$ cat config.mk
export PLATFORM = sky130hd
export DESIGN_NAME = dec_nbload_scoreboard
export DESIGN_NICKNAME = d
export VERILOG_FILES = /design/src/rtl/dec_nbload_scoreboard.sv
export SDC_FILE = /design/constraint.sdc
export NUM_CORES = 1
export LEC_CHECK = 0
export ABC_AREA = 1
export CAP_MARGIN = 25
export CORE_AREA = 2 2 116 118
export CTS_BUF_LIST = sky130_fd_sc_hd__clkbuf_4 sky130_fd_sc_hd__clkbuf_8
export CTS_CLUSTER_SIZE = 10
export DETAILED_ROUTE_END_ITERATION = 16
export DIE_AREA = 0 0 118 120
export PLACE_DENSITY_LB_ADDON = 0.15
export SETUP_SLACK_MARGIN = 0.1
export SYNTH_ARGS = -nofsm -noshare
export SYNTH_HDL_FRONTEND = slang
export SYNTH_SLANG_ARGS = --single-unit
export TNS_END_PERCENT = 30
$ cat constraint.sdc
create_clock -name clk -period 3.8 [get_ports clk]
set_clock_uncertainty 0.1 [all_clocks]
set_input_delay 0.57 -clock clk [delete_from_list [all_inputs] [get_ports clk]]
set_output_delay 0.57 -clock clk [all_outputs]
set_load 0.01 [all_outputs]
$ cat src/rtl/dec_nbload_scoreboard.sv
`default_nettype none
// ============================================================================
// Module   : dec_nbload_scoreboard
// Brief    : Tracks in-flight non-blocking loads, raises decode hazards and
//            issues a registered register-file writeback on late data return.
// Revision : 1.0
// ============================================================================
module dec_nbload_scoreboard #(
  parameter int NUM_ENTRIES = 4,
  parameter int TAG_W       = 2
) (
  input  logic             clk,
  input  logic             rst_l,
  input  logic             lsu_nonblock_load_valid_dc3,
  input  logic [TAG_W-1:0] lsu_nonblock_load_tag_dc3,
  input  logic [4:0]       lsu_nonblock_load_rd_dc3,
  input  logic             lsu_nonblock_load_inv_dc5,
  input  logic [TAG_W-1:0] lsu_nonblock_load_inv_tag_dc5,
  input  logic             lsu_nonblock_load_data_valid,
  input  logic [TAG_W-1:0] lsu_nonblock_load_data_tag,
  input  logic [31:0]      lsu_nonblock_load_data,
  input  logic             dec_wen_wb,
  input  logic [4:0]       dec_waddr_wb,
  input  logic [4:0]       dec_rs1,
  input  logic [4:0]       dec_rs2,
  input  logic [4:0]       dec_rd,
  output logic             nb_rs1_stall,
  output logic             nb_rs2_stall,
  output logic             nb_rd_stall,
  output logic             nb_full,
  output logic             nb_wen,
  output logic [4:0]       nb_waddr,
  output logic [31:0]      nb_wdata,
  output logic             nb_err
);

  localparam logic [4:0] c_x0 = 5'd0;

  logic [NUM_ENTRIES-1:0] r_valid;
  logic [NUM_ENTRIES-1:0] r_wb;
  logic [TAG_W-1:0]       r_tag [NUM_ENTRIES];
  logic [4:0]             r_rd  [NUM_ENTRIES];

  logic [NUM_ENTRIES-1:0] w_tag_live;
  logic [NUM_ENTRIES-1:0] w_inv_hit;
  logic [NUM_ENTRIES-1:0] w_data_hit;
  logic [NUM_ENTRIES-1:0] w_wb_clr;
  logic [NUM_ENTRIES-1:0] w_live_rd;
  logic [NUM_ENTRIES-1:0] w_rs1_hit;
  logic [NUM_ENTRIES-1:0] w_rs2_hit;
  logic [NUM_ENTRIES-1:0] w_rd_hit;
  logic [NUM_ENTRIES-1:0] w_alloc_sel;

  logic        w_alloc_ok;
  logic        w_alloc_rej;
  logic        w_commit;
  logic        w_data_miss;
  logic        w_wb_fire;
  logic [4:0]  w_wb_rd;

  assign nb_full     = &r_valid;
  assign w_commit    = dec_wen_wb && (dec_waddr_wb != c_x0);
  assign w_alloc_ok  = lsu_nonblock_load_valid_dc3 && !nb_full && !(|w_tag_live);
  assign w_alloc_rej = lsu_nonblock_load_valid_dc3 && !w_alloc_ok;
  assign w_data_miss = lsu_nonblock_load_data_valid && !(|w_data_hit);

  generate
    for (genvar gi = 0; gi < NUM_ENTRIES; gi++) begin : g_entry
      assign w_tag_live[gi] = r_valid[gi] && (r_tag[gi] == lsu_nonblock_load_tag_dc3);
      assign w_inv_hit[gi]  = lsu_nonblock_load_inv_dc5 && r_valid[gi] &&
                              (r_tag[gi] == lsu_nonblock_load_inv_tag_dc5);
      assign w_data_hit[gi] = lsu_nonblock_load_data_valid && r_valid[gi] &&
                              (r_tag[gi] == lsu_nonblock_load_data_tag);
      // A younger load or an in-order commit to the same rd owns the final value.
      assign w_wb_clr[gi]   = r_valid[gi] &&
                              ((w_alloc_ok && (r_rd[gi] == lsu_nonblock_load_rd_dc3)) ||
                               (w_commit && (r_rd[gi] == dec_waddr_wb)));
      assign w_live_rd[gi]  = r_valid[gi] && (r_rd[gi] != c_x0);
      assign w_rs1_hit[gi]  = w_live_rd[gi] && (r_rd[gi] == dec_rs1);
      assign w_rs2_hit[gi]  = w_live_rd[gi] && (r_rd[gi] == dec_rs2);
      assign w_rd_hit[gi]   = w_live_rd[gi] && (r_rd[gi] == dec_rd);
    end
  endgenerate

  assign nb_rs1_stall = |w_rs1_hit;
  assign nb_rs2_stall = |w_rs2_hit;
  assign nb_rd_stall  = |w_rd_hit;

  // Lowest-index free slot, judged on current-cycle valid bits only.
  always_comb begin
    logic w_found;
    w_found     = 1'b0;
    w_alloc_sel = '0;
    for (int i = 0; i < NUM_ENTRIES; i++) begin
      if (!r_valid[i] && !w_found) begin
        w_alloc_sel[i] = w_alloc_ok;
        w_found        = 1'b1;
      end
    end
  end

  always_comb begin
    w_wb_fire = 1'b0;
    w_wb_rd   = c_x0;
    for (int i = 0; i < NUM_ENTRIES; i++) begin
      if (w_data_hit[i] && r_wb[i]) begin
        w_wb_fire = 1'b1;
        w_wb_rd   = w_wb_rd | r_rd[i];
      end
    end
  end

  always_ff @(posedge clk or negedge rst_l) begin
    if (!rst_l) begin
      r_valid <= '0;
      r_wb    <= '0;
      for (int i = 0; i < NUM_ENTRIES; i++) begin
        r_tag[i] <= '0;
        r_rd[i]  <= c_x0;
      end
    end else begin
      for (int i = 0; i < NUM_ENTRIES; i++) begin
        if (w_alloc_sel[i]) begin
          r_valid[i] <= 1'b1;
          r_wb[i]    <= (lsu_nonblock_load_rd_dc3 != c_x0);
          r_tag[i]   <= lsu_nonblock_load_tag_dc3;
          r_rd[i]    <= lsu_nonblock_load_rd_dc3;
        end else begin
          if (w_data_hit[i] || w_inv_hit[i]) begin
            r_valid[i] <= 1'b0;
          end
          if (w_wb_clr[i]) begin
            r_wb[i] <= 1'b0;
          end
        end
      end
    end
  end

  always_ff @(posedge clk or negedge rst_l) begin
    if (!rst_l) begin
      nb_wen   <= 1'b0;
      nb_waddr <= c_x0;
      nb_wdata <= '0;
      nb_err   <= 1'b0;
    end else begin
      nb_wen <= w_wb_fire;
      nb_err <= w_alloc_rej || w_data_miss;
      if (w_wb_fire) begin
        nb_waddr <= w_wb_rd;
        nb_wdata <= lsu_nonblock_load_data;
      end
    end
  end

endmodule
`default_nettype wire

* Word-level counts from Yosys, hierarchy flattened
Cells that the tools add are included. Widths: inputs -> output; s select.
Storage, ports and cells: register bits after elaboration 75, input port bits 69, output and inout bits 43, word-level logic and storage cells 184
Operators by class: equal/unequal tests 32, mux-type cells 31, bitwise logic cells 3, reductions and logical operators 98
Operator list (count):
- $eq 5x5->1 | 20
- $logic_and 1x1->1 | 60
- $reduce_bool 5->1 | 6
- $mux 1 | 27
- $eq 2x2->1 | 12
- $mux 5 | 4
- $reduce_or 4->1 | 5
- $reduce_bool 2->1 | 8
- $or 5x5->5 | 3
- $logic_not 1->1 | 9
- $logic_or 1x1->1 | 9
- $reduce_and 4->1 | 1

* Logic depth before layout (Yosys ltp)
depth in word-level cells 10, mapped depth 12, gate-level depth less buffers 12

* Least setup slack after synthesis
Ideal clock, no wire load.
path type input-to-output, start in dec_rd[4], end out nb_rd_stall, arrival time 1302 ps, data required time 3130 ps, path slack 1828 ps, stages on the path 5, cell sequence clkbuf_1 > xor2_1 > nor4_1 > nand3_1 > nand3b_1
Between the ends: word-level cells in the longest chain between the ends 3, elaborated cells on any way between the ends 9, those cells by class eq/ne (4); reduce/logical (5)
RTL lines:
- from (decl) | RTL line 26 | input logic [4:0] dec_rd,
- $eq 5x5->1 | RTL line 81 | assign w_rd_hit[gi] = w_live_rd[gi] && (r_rd[gi] == dec_rd);
- $logic_and 1x1->1 | RTL line 81
- $reduce_or 4->1 * | RTL line 87 | assign nb_rd_stall = |w_rd_hit;
- to (decl) | RTL line 29 | output logic nb_rd_stall,
Every way passes the cells marked *; elsewhere a longest branch is shown, timed or not.

* Final worst setup path
start reg r_rd[15] (netlist name), end out nb_rs2_stall
Between the ends: word-level cells in the longest chain between the ends 4, elaborated cells on any way between the ends 5, those cells by class eq/ne (1); reduce/logical (4)
RTL lines:
- from (decl) | RTL line 42 | logic [4:0] r_rd [NUM_ENTRIES];
- from (signal, indexed assignment) | RTL line 127 | r_rd[i] <= lsu_nonblock_load_rd_dc3;
- $reduce_bool 5->1 | RTL line 78 | assign w_live_rd[gi] = r_valid[gi] && (r_rd[gi] != c_x0);
- $logic_and 1x1->1 | RTL line 78
- $logic_and 1x1->1 * | RTL line 80 | assign w_rs2_hit[gi] = w_live_rd[gi] && (r_rd[gi] == dec_rs2);
- $reduce_or 4->1 * | RTL line 86 | assign nb_rs2_stall = |w_rs2_hit;
- to (decl) | RTL line 28 | output logic nb_rs2_stall,
Marked as above.

==> summary.md <==
| Metric | Value |
|---|---|
| Combinational Power Share | `0.489` |
| Initial antenna violation count | `0` |
| Mapped Avg Cell Area | `approximately 7.7 um2` |
| Sw Ratio | `0.458` |
| Worst Setup Start Kind | `flip-flop` |
| Post-synth top area share | `0.368` |
| Initial Utilization | `0.393` |
| Int Pwr | `between 2 and 2.5 mW` |
| Fin nets | `about 820` |
| PD cells | `718 nW/um2` |
| Post-synthesis sequential area ratio | `0.368` |
| CP required | `roughly 3100 ps` |
| Sequential power share | `0.382` |
| Post-synth EDFFs | `0` |
| Hold endpoint | `nb_wdata[20]` |
| Area Growth Syn to Fin | `25.6%` |
| Final Setup Violations | `0` |
| Final HPWL DP | `10,600 um` |
| DRT Pass-1 Iters | `5` |
| Routed vias/inst | `~5.0` |
| Flops & latches, synth | `75` |
| Largest area contributor in the netlist | `dfrtp_1` |
| Drt drc | `0` |
| Post-Place Worst Slack | `roughly 800 ps` |
| Ys Warns | `0` |
| Post-layout minimum cycle time | `between 3000 and 4000 ps` |
| Slew Limit Fails | `0` |
| Worst r2r dst | `nb_wdata[28]` |
| Total grt overflow | `0` |
| Global-route usage over all layers | `0.208` |
| CTS tree | `built` |
| Outcome | `completed` |
| Nature of the critical path endpoint | `output port` |
| Die H | `120 um` |
| RSZ-0062 raised after global routing | `false` |
| Worst hold stages | `2` |
| Vias post-DR | `4,639` |
| Cell variety after synth | `38` |
| Setup TNS | `0 ps` |
| CTS resizes | `0` |
| Count leader, synth | `nand2_1` |
| Leak | `between 2 and 3 nW` |
| Reg2reg path depth | `10` |
| Hold Crit Class | `reg -> reg` |
| Clock transition at the registers of the reported paths | `90 ps` |
| Post-Syn Area | `5100 um2` |
| Reg-to-reg startpoint | `r_tag[2]` |
| GPL Wtd Cong | `a little under 0.9` |
| Max-cap viol count | `0` |
| Overall power | `4.59 mW` |
| Boundary Pins | `about 110` |
| CTS root buffer | `clkbuf_8` |
| P_sw | `approximately 2.1 mW` |
| Antenna fix cells | `0` |
| Clock Path Buffers | `2` |
| Crit path arrival time | `between 2000 and 2500 ps` |
| Worst-path maximum fanout | `9` |
| Ranking of synthesized cells by area | `dfrtp_1 (37%), nand2_1 (15%), xnor2_1 (8.2%)` |
| Vias in the first global route | `about 4,500` |
| Initial DRC Count | `between 400 and 500` |
| Top post-synthesis cells by count | `nand2_1 (198), dfrtp_1 (75), inv_1 (48), xnor2_1 (48), xor2_1 (44)` |
| Site row count | `42` |
| R2r setup slk | `1760 ps` |
| FMAX | `~320 MHz` |
| Final Cycle Share | `0.816` |
| Slew at the pin with the worst max-slew slack | `563 ps` |
| Full die area | `14,200 um2` |
| Crit path kind | `reg -> out` |
| Layout cells sized above 1 | `0.107` |
| Largest net degree at the start of global routing | `76` |
| Hold Startpoint | `nb_wdata[20]` |
| Clock sinks | `75` |
| CTS H-tree lvls | `3` |
| Prevailing post-synth register cell | `dfrtp_1` |
| Syn Nets | `roughly 730` |
| Share of flip-flops with an asynchronous set or reset | `1.00` |
| Core ar. | `around 13,000 um2` |
| Power share of the clock group | `0.129` |
| PortBufs | `between 100 and 150` |
| Worst setup margin | `approximately 700 ps` |
| CTS Buf Count | `9` |
| Hold Violations, Final | `0` |
| Clock Latency Late Sink | `between 300 and 400 ps` |
| Fillers | `1,285` |
| Peak supply drop | `roughly 0.00027 V` |
| Routed WL | `14,500 um` |
| Antenna Nets Post-Route | `0` |
| Die W | `about 120 um` |
| First-pass GRT wire length | `roughly 23,000 um` |
| Max_slew headroom | `0.624` |
| DR WL/cell | `approximately 16 um` |
| Synth Instances | `about 670` |
flip-flops by register name, summed over array words and instances, names as in the netlist:
register,flops
nb_waddr,5
r_tag,8
r_rd,20
nb_wdata,32
r_valid,4
nb_err,1
nb_wen,1
r_wb,4
power by group through the flow:
stage               Clock (mW)  Combinational (mW)  Sequential, mW
detailed placement           0                2.24            1.76
floorplan                    0                1.71            1.46
finish                   0.593                2.24            1.75
global route             0.639                2.48            1.80
CTS                      0.608                2.25            1.74
global placement             0                2.20            1.75
metal layers:
metal  vias up  track usage  wire length, um
li1       2256            -                -
met1      2125        0.281             6460
met2       229        0.320             6470
met3        29       0.0509             1220
met4         0       0.0836              338
met5         -            0                0
cell usage in the layout, fill, tap and decap left out, drive strengths merged:
master	count
nand3b	2
clkinv	2
a22oi	1
o31ai	3
nor3	14
dlygate4sd3	1
xnor2	48
or2	2
clkbuf	9
nand2	232
clkinvlp	1
o311ai	1
a21oi	8
clkdlybuf4s50	110
nand3	24
dfrtp	75
nor2	38
buf	4
and2	2
inv	58
nor4	1
a21boi	3
o21ai	44
xor2	44
nand4	20
o22ai	8
worst max path at each step:
stage	start	endpoint	cells past startpoint	slack, ps
finish	r_rd[15]	nb_rs2_stall	7	700
global route	r_rd[15]	nb_rs2_stall	7	530
CTS	r_rd[15]	nb_rs2_stall	7	700
detailed placement	dec_rs1[1]	nb_rs1_stall	6	800
global placement	dec_rs1[0]	nb_rs1_stall	6	850
floorplan	dec_rd[4]	nb_rd_stall	5	1830
kinds of logic (layout without fill, tap and decap cells):
group                     count (synthesis)  in the layout  synth area share
buffers and inverters                    95            185            0.0911
and+or+nand+nor                         335            335             0.302
xor gates and xnor gates                 92             92             0.158
AOI/OAI and AO/OA                        68             68            0.0803
DFF                                      75             75             0.368
area by class of cell:
class                           instances  area (um2)  area share
Inverter                               54         203      0.0317
Multi-Input combinational cell        495        2760       0.431
Clock inverter                          7        58.8     0.00919
Timing Repair Buffer                  115        1160       0.181
Tap cell                              176         220      0.0344
Sequential cell                        75        1880       0.293
Clock buffer                            9         124      0.0194
through the flow:
step	util	cells	hold WS (ps)	instance area (um2)
final	0.493	931	382	6400
after global routing	0.493	931	406	6400
after CTS	0.490	929	283	6360
after detailed placement	0.476	913	364	6180
after global placement	0.476	913	362	6180
after floorplan	-	665	174	5100
repair_timing:
| item | in CTS | in global routing |
|---|---|---|
| hold buffers | 0 | 1 |
| hold endpoints to repair | 0 | 3 |
| setup buffers | 0 | 0 |
critical path, stage by stage (launching register included):
cell and delay, ps:
dfrtp_1 600, inv_1 160, nand3b_1 120, o21ai_0 340, inv_1 140, nand4_1 110, nand4_1 120, clkdlybuf4s50_1 500
(Power assumes the default switching activity.)
